`config.mk`:
```
export PLATFORM = sky130hd
export DESIGN_NAME = sum_accumulator
export DESIGN_NICKNAME = d
export VERILOG_FILES = /design/src/rtl/sum_accumulator_pkg.sv /design/src/rtl/sum_accumulator.sv
export SDC_FILE = /design/constraint.sdc
export NUM_CORES = 1
export LEC_CHECK = 0
export CORE_MARGIN = 4
export CORE_UTILIZATION = 35
export DETAILED_ROUTE_END_ITERATION = 7
export GPL_TIMING_DRIVEN = 0
export SYNTH_ARGS = -nofsm -noshare
export SYNTH_HDL_FRONTEND = slang
export SYNTH_SLANG_ARGS = --single-unit
```
`constraint.sdc`:
```
create_clock -name clk -period 3.4 [get_ports clk]
set_input_delay 0.68 -clock clk [delete_from_list [all_inputs] [get_ports clk]]
set_output_delay 0.68 -clock clk [all_outputs]
set_load 0.01 [all_outputs]
```
`src/rtl/sum_accumulator_pkg.sv`:
```
// sum_accumulator_pkg: default widths and FSM state type shared by the frame accumulator.
package sum_accumulator_pkg;
    localparam int WIDTH       = 32;
    localparam int ACC_WIDTH   = 40;
    localparam int COUNT_WIDTH = 8;
    typedef enum logic [1:0] {
        IDLE  = 2'd0,
        ACCUM = 2'd1,
        HOLD  = 2'd2
    } state_e;
endpackage

```
`src/rtl/sum_accumulator.sv`:
```
// sum_accumulator: reduces frames of unsigned sums into a wide total with sticky carry-out flag.
module sum_accumulator #(
    parameter int WIDTH       = sum_accumulator_pkg::WIDTH,
    parameter int ACC_WIDTH   = sum_accumulator_pkg::ACC_WIDTH,
    parameter int COUNT_WIDTH = sum_accumulator_pkg::COUNT_WIDTH
) (
    input  logic                   clk,
    input  logic                   reset,
    input  logic                   in_valid,
    output logic                   in_ready,
    input  logic [WIDTH-1:0]       in_sum,
    input  logic [COUNT_WIDTH-1:0] frame_len,
    output logic                   out_valid,
    input  logic                   out_ready,
    output logic [ACC_WIDTH-1:0]   out_acc,
    output logic [COUNT_WIDTH-1:0] out_count,
    output logic                   out_overflow
);
    import sum_accumulator_pkg::*;
    localparam int AW1 = ACC_WIDTH + 1;
    state_e                 state_q, state_d;
    logic [ACC_WIDTH-1:0]   acc_q, acc_d;
    logic [COUNT_WIDTH-1:0] cnt_q, cnt_d, len_q, len_d;
    logic                   ovf_q, ovf_d;
    logic                   out_valid_q;
    logic [ACC_WIDTH-1:0]   out_acc_q;
    logic [COUNT_WIDTH-1:0] out_count_q;
    logic                   out_overflow_q;
    logic                   in_xfer;
    logic [COUNT_WIDTH-1:0] len_new, cnt_inc;
    logic [AW1-1:0]         sum_w;

    // HOLD is the only state where the output handshake gates acceptance
    assign in_ready = !reset && (state_q != HOLD || out_ready);
    assign in_xfer  = in_valid && in_ready;
    assign len_new  = (frame_len == '0) ? COUNT_WIDTH'(1) : frame_len;
    assign cnt_inc  = cnt_q + COUNT_WIDTH'(1);
    assign sum_w    = AW1'(acc_q) + AW1'(in_sum);

    always_comb begin
        state_d = state_q;
        acc_d   = acc_q;
        cnt_d   = cnt_q;
        len_d   = len_q;
        ovf_d   = ovf_q;
        if (in_xfer && state_q != ACCUM) begin
            len_d   = len_new;
            acc_d   = ACC_WIDTH'(in_sum);
            cnt_d   = COUNT_WIDTH'(1);
            ovf_d   = 1'b0;
            state_d = (len_new == COUNT_WIDTH'(1)) ? HOLD : ACCUM;
        end else if (in_xfer) begin
            acc_d   = sum_w[ACC_WIDTH-1:0];
            ovf_d   = ovf_q | sum_w[ACC_WIDTH];
            cnt_d   = cnt_inc;
            state_d = (cnt_inc == len_q) ? HOLD : ACCUM;
        end else if (state_q == HOLD && out_ready) begin
            state_d = IDLE;
        end
    end

    always_ff @(posedge clk) begin
        if (reset) begin
            state_q        <= IDLE;
            acc_q          <= '0;
            cnt_q          <= '0;
            len_q          <= '0;
            ovf_q          <= 1'b0;
            out_valid_q    <= 1'b0;
            out_acc_q      <= '0;
            out_count_q    <= '0;
            out_overflow_q <= 1'b0;
        end else begin
            state_q        <= state_d;
            acc_q          <= acc_d;
            cnt_q          <= cnt_d;
            len_q          <= len_d;
            ovf_q          <= ovf_d;
            out_valid_q    <= state_d == HOLD;
            out_acc_q      <= (state_d == HOLD) ? acc_d : '0;
            out_count_q    <= (state_d == HOLD) ? cnt_d : '0;
            out_overflow_q <= (state_d == HOLD) && ovf_d;
        end
    end

    assign out_valid    = out_valid_q;
    assign out_acc      = out_acc_q;
    assign out_count    = out_count_q;
    assign out_overflow = out_overflow_q;
endmodule

```
# --- After elaboration in Yosys (flattened, before gate mapping) ---
# Index checks and enable logic that the tools add are counted.
op_classes:
  addsub: 2
  n_eq_ne: 6
  muxes: 12
  bitwise_logic: 2
  reduce_logical: 9
ops:
  columns: ["cell", "n"]
  rows:
  - ["40-bit 2-to-1 mux", 2]
  - ["40-bit by 32-bit adder with 41-bit output", 1]
  - ["8-bit 2-to-1 mux", 3]
  - ["2-bit 2-to-1 mux", 5]
  - ["8-bit by 1-bit adder with 8-bit output (second input constant)", 1]
  - ["8-bit by 1-bit == test with 1-bit output (second input constant)", 1]
  - ["8-bit == test", 1]
  - ["8-bit zero test", 1]
  - ["1-bit logical AND", 5]
  - ["2-bit == test (second input constant)", 2]
  - ["1-bit 2-to-1 mux", 2]
  - ["2-bit by 1-bit inequality test with 1-bit output (second input constant)", 1]
  - ["2-bit inequality test (second input constant)", 1]
  - ["2-bit OR reduction", 1]
  - ["1-bit zero test", 1]
  - ["1-bit logical OR", 1]
  - ["1-bit inverter", 1]
  - ["1-bit OR", 1]
totals:
  reg_bits: 109
  wordCells: 40

# --- Longest topological paths before layout ---
# Gate-level depths: netlist of the first run.
logic_depth:
  depth_word: 9
  mapped_depth: 12
  depth_no_buf: 12

# --- Least setup slack after synthesis of the first run ---
# No wires, ideal clock.
synth_timing:
  path_type: "input to register"
  from: "input in_sum[0]"
  to: "register acc_q[28]"
  setup_ns: 0.086
  t_arrival_ns: 2.819
  slack_ns: 0.495
  cell_stages: 12
  path_buffers: 0
  cell_sequence: "ha_1 -> inv_1 -> fa_1 -> nor2b_1 -> o31a_1 -> o41a_1 -> o31ai_2 -> o31a_1 -> o31ai_1 -> a21oi_1 -> xor2_1 -> a211oi_1"
synth_between:
  elab_chain_len: 3
synth_lines:
  columns: ["element", "line", "rtl"]
  rows:
  - ["start: declaration", "sum_accumulator.sv:11", "input logic [WIDTH-1:0] in_sum,"]
  - ["40-bit by 32-bit adder with 41-bit output", "sum_accumulator.sv:38", "assign sum_w = AW1'(acc_q) + AW1'(in_sum);"]
  - ["40-bit 2-to-1 mux", "sum_accumulator.sv:52", "end else if (in_xfer) begin"]
  - ["40-bit 2-to-1 mux", "sum_accumulator.sv:46", "if (in_xfer && state_q != ACCUM) begin"]
  - ["end signal: assignment", "sum_accumulator.sv:65", "acc_q <= '0;"]
  - ["end signal: assignment", "sum_accumulator.sv:75", "acc_q <= acc_d;"]
  - ["end: declaration", "sum_accumulator.sv:22", "logic [ACC_WIDTH-1:0] acc_q, acc_d;"]
# Every way passes these cells.
# A chain may end at the register's enable or synchronous reset.

# --- Worst setup path after layout of the first run ---
layout_timing:
  from: "input in_sum[22]"
  to: "register out_acc_q[29] (netlist: out_acc[29])"
layout_between:
  elab_chain_len: 3
layout_lines:
  columns: ["element", "line", "rtl"]
  rows:
  - ["40-bit by 32-bit adder with 41-bit output", "sum_accumulator.sv:38", null]
  - ["40-bit 2-to-1 mux", "sum_accumulator.sv:52", null]
  - ["40-bit 2-to-1 mux", "sum_accumulator.sv:46", null]
  - ["end signal: assignment", "sum_accumulator.sv:80", "out_acc_q <= (state_d == HOLD) ? acc_d : '0;"]
  - ["end: declaration", "sum_accumulator.sv:26", "logic [ACC_WIDTH-1:0] out_acc_q;"]
# Every way passes these cells.

==> impl_summary.txt, run 1 <==
----------------------------------------------------
[Run status]
  Run status ... completed

[Floorplan]
  Die W ... 137 microns
  Area of the core ... 16,500 sq um
  Initial core utilization ... 35.6%
  I/O Pins ... 95
  Die Span Y ... 137 microns
  Total number of placement rows ... 47
  Area enclosed by the die boundary ... 18,900 sq um

[Global route]
  Global-route wire length before repair ... 28,600 microns
  Total routing usage reported by global routing ... 19.7%
  Initial antenna violation count ... 0
  Global route overflow ... 0
  Largest net degree at the start of global routing ... 19
  Number of global-route vias before repair ... 5,365

[Timing]
  Aggregate negative setup slack ... 0 ps
  Worst hold slack ... 474 ps
  Relative slew slack ... 36.1%
  Max frequency ... 310 MHz
  Transition at the pin with the smallest max-transition slack ... 955 ps
  Count of pins over their slew limit ... 0
  Final setup violation count ... 0
  Final worst path period share ... 95.0%
  Min setup slack post-route ... 170 ps
  Number of endpoints with negative hold slack in the final report ... 0
  RSZ-0062 raised after global routing ... false
  Clock Skew ... 6.83 ps
  Clock period minus worst slack ... 3230 ps

[Pwr]
  Power per cell area ... 409 nW/um^2
  Internal power component ... 2150 uW
  VDD IR-drop max ... 0.260 mV
  Net switching power of the design ... 915 uW
  Switching share of power ... 29.8%
  Share of power burned in registers ... 43.7%
  Pleak ... 0.00279 uW
  Share of total power in the clock network ... 35.6%
  Combinational cell fraction of total power ... 20.7%

[Clock network]
  CTS tree ... yes
  Clock slew seen by the registers of the worst setup and hold paths ... 70 ps
  Number of clock sinks ... 109
  Number of H-tree levels ... 3
  Clock tree buffer depth ... 2
  Worst-Skew Late Latency ... 360 ps
  Hold bufs inserted after CTS ... 0
  Num CTS Buffers ... 9
  Root buf cell ... sky130_fd_sc_hd__clkbuf_16

[Routing]
  Post-detailed-route count of antenna-violating nets ... 0
  Overall via count from detail_route ... 5,586
  Overall routed net length ... 18,100 microns
  Via density per instance ... 5.30
  Length of the first detailed-routing pass in iterations ... 5
  Drc violations ... 0
  Drt wl/cell ... 17.2 microns
  Starting DRC count in detailed routing ... 520

[Layout]
  Ratio of cells with drive above 1 in the final layout ... 6.12%
  Synth-to-Final Area Change ... 27.9%
  Total number of nets in the final design ... 907
  Final Util ... 45.5%
  Fill cell count ... 1,670
  Finished Layout Cells ... 1,054
  Combined area of the multi-input logic cells ... 3580 sq um
  Sequential cell area ... 2180 sq um
  Diodes inserted ... 0

[Synthesis]
  Number of nets produced by synthesis ... 800
  Sequential share of the synthesized area ... 37.3%
  Gate count of the mapped netlist ... 722
  Share of flip-flops with an asynchronous set or reset ... 0%
  Synth cell types ... 67
  Mean post-synth cell area ... 8.11 sq um
  Post-synth EDFFs ... 0
  Leading register cell type out of synthesis ... sky130_fd_sc_hd__dfxtp_1
  Flip-flop and latch count after synthesis ... 109
  Warnings from Yosys ... 0
  Synthesized area ... 5860 sq um

[Placement]
  Post-placement setup slack ... -531 ps
  Port Buffers ... 93
  Post-Place Cells ... 1,035
  Detailed placer's ending HPWL ... 13,600 microns
  Routability Congestion ... 0.968

[Min path]
  WHS Path Cells ... 2
  Hold path startpoint ... ovf_q
  Worst hold-check path type ... reg -> reg
  Worst hold path endpoint ... out_overflow

[Worst setup path]
  Critical R2R Launch ... cnt_q[0]
  Critical Path, Cell by Cell ... clkdlybuf4s50_1 > ha_2 > and3_1 > and2_1 > a221oi_2 > nand3b_1 > a311o_1 > nand2_1 > xor2_1 > o211a_1 > nor3_2
  Crit-path slowest cell ... sky130_fd_sc_hd__clkdlybuf4s50_1
  Required time of the worst setup path ... 3670 ps
  Family with the most delay on the worst path ... compound AO/OA/AOI/OAI gates
  Crit-path max cell delay ... 540 ps
  Type of origin of the critical path ... primary input
  Register-to-register path setup slack ... 460 ps
  Number of cell instances on the worst register-to-register path ... 10
  Number of buffer and inverter stages on the critical path ... 1
  Worst path arrival time ... 3500 ps
  Endpoint of the worst-slack reg-to-reg timing path ... out_acc[7]
  Element type at the critical path end ... register
  Worst Path Class, Setup ... in -> reg
  Peak fanout along the critical path ... 8

[Flow run]
  Total of max-cap violations ... 0

----------------------------------------------------
-- stage by stage --
step	area, sq um	power [uW]
final	7490	3070
after floorplan	5860	1770
after global placement	7060	1970
after global routing	7490	3220
after CTS	7420	3080
after detailed placement	7060	1970
-- synthesized netlist by cell type (all sizes together) (2+ instances only) --
cell type / number / area, sq um
a21boi: 4 / 30.0
nand3b: 5 / 37.5
and3: 13 / 81.3
nand2: 60 / 225
o21a: 6 / 45.0
nand4: 9 / 56.3
xor2: 16 / 140
nor4: 5 / 43.8
o31a: 3 / 26.3
or3: 7 / 43.8
a2111oi: 2 / 17.5
buf: 8 / 43.8
nor2: 89 / 334
o211ai: 6 / 45.0
inv: 10 / 37.5
o21ai: 58 / 290
o31ai: 4 / 35.0
nand3: 13 / 70.1
clkbuf: 28 / 105
mux2i: 2 / 20.0
ha: 33 / 413
a21o: 10 / 75.1
nand2b: 5 / 31.3
dfxtp: 109 / 2180
o2111ai: 2 / 17.5
a211o: 6 / 52.6
or2: 3 / 18.8
a31oi: 5 / 31.3
nor3: 25 / 125
o22ai: 4 / 25.0
o311ai: 2 / 17.5
o21bai: 5 / 37.5
xnor2: 24 / 210
a311oi: 3 / 26.3
and2: 6 / 37.5
nor2b: 25 / 156
a211oi: 14 / 110
o22a: 2 / 18.8
a21oi: 71 / 355
a22oi: 3 / 22.5
-- per-layer routing --
layer / wire (microns) / vias up / global-route usage [%] / share of wire, %
li1: - / 2797 / - / -
met1: 8570 / 2552 / 27.7 / 47
met2: 7890 / 209 / 30.4 / 44
met3: 1220 / 28 / 3.51 / 6.7
met4: 421 / 0 / 7.15 / 2.3
met5: 0 / - / 0 / 0
-- state kept, by name, summed over array words and instances, names as in the netlist --
signal and cells:
len_q 8, out_overflow 1, state_q 2, acc_q 40, out_valid 1, out_acc 40, out_count 8, cnt_q 8
ovf_q 1
-- worst max path at each step --
stage          startpoint     endpoint  slack (ps)  cells after the start
6_report       in_sum[22]  out_acc[29]         170                     11
5_1_grt        in_sum[15]    acc_q[28]          40                     12
4_1_cts         in_sum[2]    acc_q[28]          10                     11
3_5_place_dp    in_sum[0]    acc_q[36]        -530                     13
3_3_place_gp    in_sum[0]    acc_q[34]        -530                     13
2_1_floorplan   in_sum[0]    acc_q[28]         500                     12
-- cell usage in the layout (no fill, tap or decap), drive strengths merged, types with 3 or more instances in the layout --
cell           Yosys  final
clkdlybuf4s50      0     90
nand3             13     13
nand3b             5      5
a211o              6      6
nor2b             25     25
a21boi             4      4
and2               6      6
o21ai             58     58
xor2              16     16
a311oi             3      3
o22ai              4      4
and3              13     13
nor3              25     25
o21a               6      6
nor4               5      5
dfxtp            109    109
o31ai              4      4
dlymetal6s2s       0      3
or2                3      3
o31a               3      3
buf                8     12
o21bai             5      5
a211oi            14     14
a21o              10     10
inv               10     11
nor2              89     89
nand2             60     60
a22oi              3      3
xnor2             24     24
or3                7      7
a31oi              5      5
clkbuf            28     37
ha                33     33
nand4              9      9
a21oi             71     71
nand2b             5      5
o211ai             6      6
-- worst reg2reg max path, delay by kind of cell (launching register included) --
kind	cells	cell delay (ps)
and+or+nand+nor	3	1060
AOI/OAI and AO/OA	5	790
adders and majority gates	1	270
DFF	1	370
buffers and inverters	1	300
-- cell families after synthesis --
family                   count (synthesis)  synth area share [%]
multiplexers                             3                 0.534
buffers and inverters                   46                  3.18
XOR/XNOR                                40                  5.98
flip-flops                             109                  37.3
AO/OA/AOI/OAI                          221                  23.6
adder cells (fa/ha/maj)                 34                  7.39
AND/OR/NAND/NOR                        269                  22.1
-- power by group through the flow --
stage / clock network, uW / registers (uW) / logic [uW]
3_5_place_dp: 0 / 1370 / 605
3_3_place_gp: 0 / 1370 / 603
6_report: 1090 / 1340 / 633
4_1_cts: 1130 / 1340 / 617
5_1_grt: 1180 / 1350 / 703
2_1_floorplan: 0 / 1370 / 405
-- final cells by class --
cell class	instances	area share, %
buffer	35	1.94
clock buffer	10	3.06
clock inverter	6	0.952
inverter	10	0.501
multi-input combinational	567	47.8
sequential	109	29.1
tap	220	3.67
timing repair buffer	97	12.9
-- what timing repair did --
action	CTS	global route
pin swaps	6	9
buffers inserted	3	1
gates resized for setup	8	15
gates cloned	0	0
setup endpoints to repair	9	27
Note: power is estimated with default switching activity, not from simulation.
==> inputs of run 2 (changes only) <==
--- a/config.mk
+++ b/config.mk
@@ -9,6 +9,7 @@
 export CORE_UTILIZATION = 35
 export DETAILED_ROUTE_END_ITERATION = 7
 export GPL_TIMING_DRIVEN = 0
+export SLEW_MARGIN = 20
 export SYNTH_ARGS = -nofsm -noshare
 export SYNTH_HDL_FRONTEND = slang
 export SYNTH_SLANG_ARGS = --single-unit
==> constraint.sdc (replaced) <==
create_clock -name clk -period 3.1 [get_ports clk]
set_input_delay 0.62 -clock clk [delete_from_list [all_inputs] [get_ports clk]]
set_output_delay 0.62 -clock clk [all_outputs]
set_load 0.01 [all_outputs]
==> run 2 against run 1 <==
Compared with the run above: die area stayed put; critical path type unchanged; setup slack worse by 110 ps; clock power is 11% higher; design area is 3.2% higher; hold slack worse by 5.7 ps; combinational power is 17% higher; register-to-register slack worse by 290 ps; sequential power is 9.7% higher; critical endpoint is now acc_q[33].
==> impl_summary.txt, run 2 (synthesis results as in run 1) <==
----------------------------------------------------
[Worst setup path]
  Type of origin of the critical path ... primary input
  Endpoint of the worst-slack reg-to-reg timing path ... out_acc[7]
  Worst setup path startpoint ... in_sum[23]
  Worst path arrival time ... 3280 ps
  Register-to-register path setup slack ... 170 ps
  Peak fanout along the critical path ... 7
  Critical R2R Launch ... cnt_q[0]
  Element type at the critical path end ... register
  Number of cell instances on the worst register-to-register path ... 10
  Endpoint of the worst setup timing path ... acc_q[33]
  Worst Path Class, Setup ... in -> reg
  Required time of the worst setup path ... 3340 ps

[Global route]
  Global-route wire length before repair ... 28,600 microns
  Total routing usage reported by global routing ... 19.7%
  Number of global-route vias before repair ... 5,383
  Largest net degree at the start of global routing ... 20
  Initial antenna violation count ... 0
  Global route overflow ... 0

[Pwr]
  Combinational cell fraction of total power ... 21.7%
  Switching share of power ... 30.2%
  Share of total power in the clock network ... 35.3%
  Net switching power of the design ... 1030 uW
  Internal power component ... 2390 uW
  Pleak ... 0.00287 uW
  VDD IR-drop max ... 0.296 mV
  Share of power burned in registers ... 43.1%
  Power per cell area ... 442 nW/um^2

[Clock network]
  Clock tree buffer depth ... 2
  Num CTS Buffers ... 9
  Clock slew seen by the registers of the worst setup and hold paths ... 70 ps
  CTS tree ... yes
  Worst-Skew Late Latency ... 370 ps
  Number of H-tree levels ... 3
  Root buf cell ... sky130_fd_sc_hd__clkbuf_16
  Number of clock sinks ... 109
  Hold bufs inserted after CTS ... 0

[Layout]
  Synth-to-Final Area Change ... 32.0%
  Final Util ... 46.9%
  Most frequent cells in the layout ... sky130_fd_sc_hd__dfxtp_1, sky130_fd_sc_hd__nor2_1, sky130_fd_sc_hd__clkdlybuf4s50_1, sky130_fd_sc_hd__a21oi_1, sky130_fd_sc_hd__nand2_1
  Final instance area ... 7730 sq um
  Fill cell count ... 1,638
  Most common library cell in the layout ignoring fill and taps ... sky130_fd_sc_hd__dfxtp_1
  Total number of nets in the final design ... 912
  Diodes inserted ... 0
  Ratio of cells with drive above 1 in the final layout ... 9.89%

[Floorplan]
  Area of the core ... 16,500 sq um
  Area enclosed by the die boundary ... 18,900 sq um
  Die Span Y ... 137 microns
  Die W ... 137 microns
  I/O Pins ... 95
  Initial core utilization ... 35.6%
  Total number of placement rows ... 47

[Timing]
  Count of pins over their slew limit ... 0
  Aggregate negative setup slack ... 0 ps
  Transition at the pin with the smallest max-transition slack ... 785 ps
  RSZ-0062 raised after global routing ... true
  Clock Skew ... 7.97 ps
  Final worst path period share ... 98.0%
  Relative slew slack ... 47.5%
  Clock period minus worst slack ... 3040 ps
  Min setup slack post-route ... 62.9 ps
  Worst hold slack ... 469 ps
  Final setup violation count ... 0
  Max frequency ... 329 MHz
  Number of endpoints with negative hold slack in the final report ... 0

[Min path]
  Hold path startpoint ... ovf_q
  Worst hold-check path type ... reg -> reg

[Routing]
  Drc violations ... 0
  Length of the first detailed-routing pass in iterations ... 5
  Via density per instance ... 5.34
  Overall via count from detail_route ... 5,659
  Overall routed net length ... 18,400 microns
  Starting DRC count in detailed routing ... 546
  Drt wl/cell ... 17.4 microns
  Post-detailed-route count of antenna-violating nets ... 0

[Placement]
  Routability Congestion ... 0.968
  Detailed placer's ending HPWL ... 13,600 microns
  Post-placement setup slack ... -771 ps
  Instance area after placement ... 7060 sq um
  Port Buffers ... 93

[Run status]
  Run status ... completed

[Flow run]
  Total of max-cap violations ... 0

----------------------------------------------------
==> run 2: changes by cell type in the layout (fill, tap and decap cells not counted), moves of 4 or more <==
cell                      before  now
sky130_fd_sc_hd__a21oi_4       0    4
sky130_fd_sc_hd__buf_4         4   10
sky130_fd_sc_hd__ha_1         29   23
sky130_fd_sc_hd__ha_4          1    6
==> run 2: timing repair <==
action | CTS | global route
gates resized for setup | 24 | 48
buffers inserted | 5 | 6
endpoints found under the setup margin | 32 | 47
pin swaps | 11 | 26
==> run 2: power groups by stage <==
| stage | Clock, uW | Sequential [uW] | Combinational, uW |
|---|---|---|---|
| final | 1210 | 1470 | 741 |
| after global routing | 1290 | 1480 | 815 |
| after CTS | 1230 | 1470 | 685 |
| after detailed placement | 0 | 1500 | 663 |
| after global placement | 0 | 1500 | 662 |
| after floorplan | 0 | 1500 | 444 |
==> run 2: worst min path at each step <==
stage,end,slack [ps],cells after the start
floorplan,out_overflow,420,2
global placement,ovf_q,450,2
detailed placement,out_overflow,450,2
CTS,ovf_q,470,2
global route,len_q[7],520,2
finish,out_overflow,470,2
==> run 2: cell type report <==
| class | count | area (sq um) | area share (%) |
|---|---|---|---|
| Buffer | 33 | 141 | 1.83 |
| Multi-Input combinational cell | 567 | 3780 | 48.9 |
| Clock inverter | 6 | 71.3 | 0.923 |
| Sequential cell | 109 | 2180 | 28.2 |
| Clock buffer | 10 | 229 | 2.96 |
| Inverter | 10 | 37.5 | 0.486 |
| Tap cell | 220 | 275 | 3.56 |
| Timing Repair Buffer | 104 | 1020 | 13.2 |
==> run 2: routing by layer <==
metal  GRT usage (%)  vias to the layer above  wire length, microns
met4            7.71                        0                   482
met1            27.7                     2638                  8760
met2            30.3                      179                  8120
li1                -                     2804                     -
met5               0                        -                     0
met3            3.21                       38                  1080
==> run 2: worst max-delay path, stage by stage <==
cell and delay (ps):
sky130_fd_sc_hd__clkdlybuf4s50_1 590, sky130_fd_sc_hd__ha_4 270, sky130_fd_sc_hd__and3_1 210, sky130_fd_sc_hd__and2_1 200
sky130_fd_sc_hd__a221oi_2 340, sky130_fd_sc_hd__nand3b_1 140, sky130_fd_sc_hd__a311o_1 340, sky130_fd_sc_hd__nand4_1 190
sky130_fd_sc_hd__a21boi_1 100, sky130_fd_sc_hd__xnor2_1 230, sky130_fd_sc_hd__nor2_1 60
==> run 2: stage by stage <==
stage	power, uW	instances
floorplan	1940	722
global placement	2160	1035
detailed placement	2170	1035
CTS	3390	1055
global route	3580	1059
finish	3420	1059
==> inputs of run 3 (changes only) <==
--- a/config.mk
+++ b/config.mk
@@ -5,10 +5,12 @@
 export SDC_FILE = /design/constraint.sdc
 export NUM_CORES = 1
 export LEC_CHECK = 0
+export CORE_ASPECT_RATIO = 1.75
 export CORE_MARGIN = 4
 export CORE_UTILIZATION = 35
 export DETAILED_ROUTE_END_ITERATION = 7
 export GPL_TIMING_DRIVEN = 0
+export HOLD_SLACK_MARGIN = 0.12
 export SLEW_MARGIN = 20
 export SYNTH_ARGS = -nofsm -noshare
 export SYNTH_HDL_FRONTEND = slang
==> run 3 against run 2 <==
Compared with the run above: hold slack got worse by 6.1 ps; critical path type unchanged; via count increased by 2.9%; largest power group unchanged; highest routed layer unchanged; clock power about the same; maximum frequency about the same; register-to-register slack improved by 80 ps; routed wire length increased by 5.5%.
==> impl_summary.txt, run 3 (synthesis results as in run 1) <==
----------------------------------------------------
[Run status]
  Run status ... completed

[Pwr]
  Power per cell area ... 440 nW/um^2
  VDD IR-drop max ... 0.287 mV
  Pleak ... 0.00287 uW

[Worst setup path]
  Peak fanout along the critical path ... 6
  Register-to-register path setup slack ... 250 ps
  Number of cell instances on the worst register-to-register path ... 12
  Worst path arrival time ... 3260 ps
  Endpoint of the worst setup timing path ... acc_q[27]
  Type of origin of the critical path ... primary input
  Critical R2R Launch ... cnt_q[0]
  Worst Path Class, Setup ... in -> reg
  Endpoint of the worst-slack reg-to-reg timing path ... out_acc[28]
  Element type at the critical path end ... register
  Worst setup path startpoint ... in_sum[12]
  Required time of the worst setup path ... 3320 ps

[Layout]
  Final instance area ... 7800 sq um
  Final Util ... 47.4%
  Ratio of cells with drive above 1 in the final layout ... 12.2%
  Synth-to-Final Area Change ... 33.1%
  Diodes inserted ... 0
  Total number of nets in the final design ... 916
  Most frequent cells in the layout ... sky130_fd_sc_hd__dfxtp_1, sky130_fd_sc_hd__nor2_1, sky130_fd_sc_hd__clkdlybuf4s50_1, sky130_fd_sc_hd__a21oi_1, sky130_fd_sc_hd__nand2_1
  Fill cell count ... 1,664
  Finished Layout Cells ... 1,066
  Most common library cell in the layout ignoring fill and taps ... sky130_fd_sc_hd__dfxtp_1

[Global route]
  Global route overflow ... 0
  Total routing usage reported by global routing ... 20.4%
  Initial antenna violation count ... 0
  Global-route wire length before repair ... 30,200 microns
  Largest net degree at the start of global routing ... 19
  Number of global-route vias before repair ... 5,800

[Floorplan]
  Die W ... 106 microns
  I/O Pins ... 95
  Total number of placement rows ... 62
  Die Span Y ... 179 microns
  Area of the core ... 16,400 sq um
  Initial core utilization ... 35.6%
  Area enclosed by the die boundary ... 18,900 sq um

[Routing]
  Drt wl/cell ... 18.3 microns
  Overall via count from detail_route ... 5,825
  Post-detailed-route count of antenna-violating nets ... 0
  Length of the first detailed-routing pass in iterations ... 6
  Via density per instance ... 5.46
  Starting DRC count in detailed routing ... 363
  Drc violations ... 0
  Overall routed net length ... 19,500 microns

[Clock network]
  Number of clock sinks ... 109
  Clock tree buffer depth ... 2
  Root buf cell ... sky130_fd_sc_hd__clkbuf_16
  Number of H-tree levels ... 3
  Hold bufs inserted after CTS ... 0
  Worst-Skew Late Latency ... 360 ps
  Num CTS Buffers ... 9
  CTS tree ... yes
  Clock slew seen by the registers of the worst setup and hold paths ... 70 ps

[Placement]
  Detailed placer's ending HPWL ... 14,600 microns
  Routability Congestion ... 0.915
  Post-Place Cells ... 1,039
  Instance area after placement ... 7070 sq um
  Port Buffers ... 93

[Timing]
  Clock Skew ... 8.81 ps
  Relative slew slack ... 48.8%
  Count of pins over their slew limit ... 0
  Max frequency ... 329 MHz
  Number of endpoints with negative hold slack in the final report ... 0
  Transition at the pin with the smallest max-transition slack ... 768 ps
  Final setup violation count ... 0
  Final worst path period share ... 97.9%
  Clock period minus worst slack ... 3040 ps
  RSZ-0062 raised after global routing ... false

[Min path]
  WHS Path Cells ... 2
  Worst hold-check path type ... reg -> reg

[Flow run]
  Total of max-cap violations ... 0

----------------------------------------------------
## run 3: timing repair
item                       CTS  global route
setup buffers               12             4
pin swaps                   18            15
hold endpoints to repair     0             0
gates resized for setup     39            47
setup endpoints to repair   66            50
## run 3: worst max-delay path, cell delays in order
cell,delay (ps)
sky130_fd_sc_hd__clkdlybuf4s50_1,440
sky130_fd_sc_hd__ha_1,410
sky130_fd_sc_hd__a21oi_1,140
sky130_fd_sc_hd__o211ai_1,220
sky130_fd_sc_hd__o2111ai_1,160
sky130_fd_sc_hd__nand2_1,150
sky130_fd_sc_hd__nor2_1,80
sky130_fd_sc_hd__a211o_4,370
sky130_fd_sc_hd__mux2i_1,120
sky130_fd_sc_hd__or3_1,390
sky130_fd_sc_hd__nor2b_1,140
## run 3: cell type report
| type | instances | area [sq um] | share of cell area, % |
|---|---|---|---|
| clock inverter | 5 | 67.6 | 0.867 |
| multi-input combinational | 567 | 3810 | 48.8 |
| inverter | 10 | 37.5 | 0.481 |
| timing repair buffer | 109 | 1050 | 13.4 |
| tap | 224 | 280 | 3.59 |
| buffer | 32 | 145 | 1.86 |
| sequential | 109 | 2180 | 28.0 |
| clock buffer | 10 | 229 | 2.94 |
## run 3: how the worst min path moves through the flow
stage / endpoint / startpoint / slack [ps]
2_1_floorplan: out_overflow / ovf_q / 420
3_3_place_gp: ovf_q / ovf_q / 440
3_5_place_dp: ovf_q / ovf_q / 450
4_1_cts: ovf_q / ovf_q / 470
5_1_grt: ovf_q / ovf_q / 490
6_report: out_overflow / ovf_q / 460
## run 3: power by group
part | switching (uW) | internal [uW]
clock network | 559 | 635
logic | 441 | 318
registers | 30.6 | 1440
## run 3: layer usage
layer	track usage (%)	vias to the layer above	routed length, microns
met4	10.2	0	869
li1	-	2826	-
met3	3.03	48	842
met2	38.0	191	10100
met5	0	-	0
met1	22.4	2760	7620
## run 3: stage by stage
stage	hold slack [ps]	setup slack (ps)	power, uW	TNS (ps)
4_1_cts	472	1.76	3410	0
6_report	463	63.8	3430	0
3_5_place_dp	454	-847	2180	-43450
3_3_place_gp	445	-824	2170	-43450
5_1_grt	488	0.513	3580	0
2_1_floorplan	424	255	1940	0
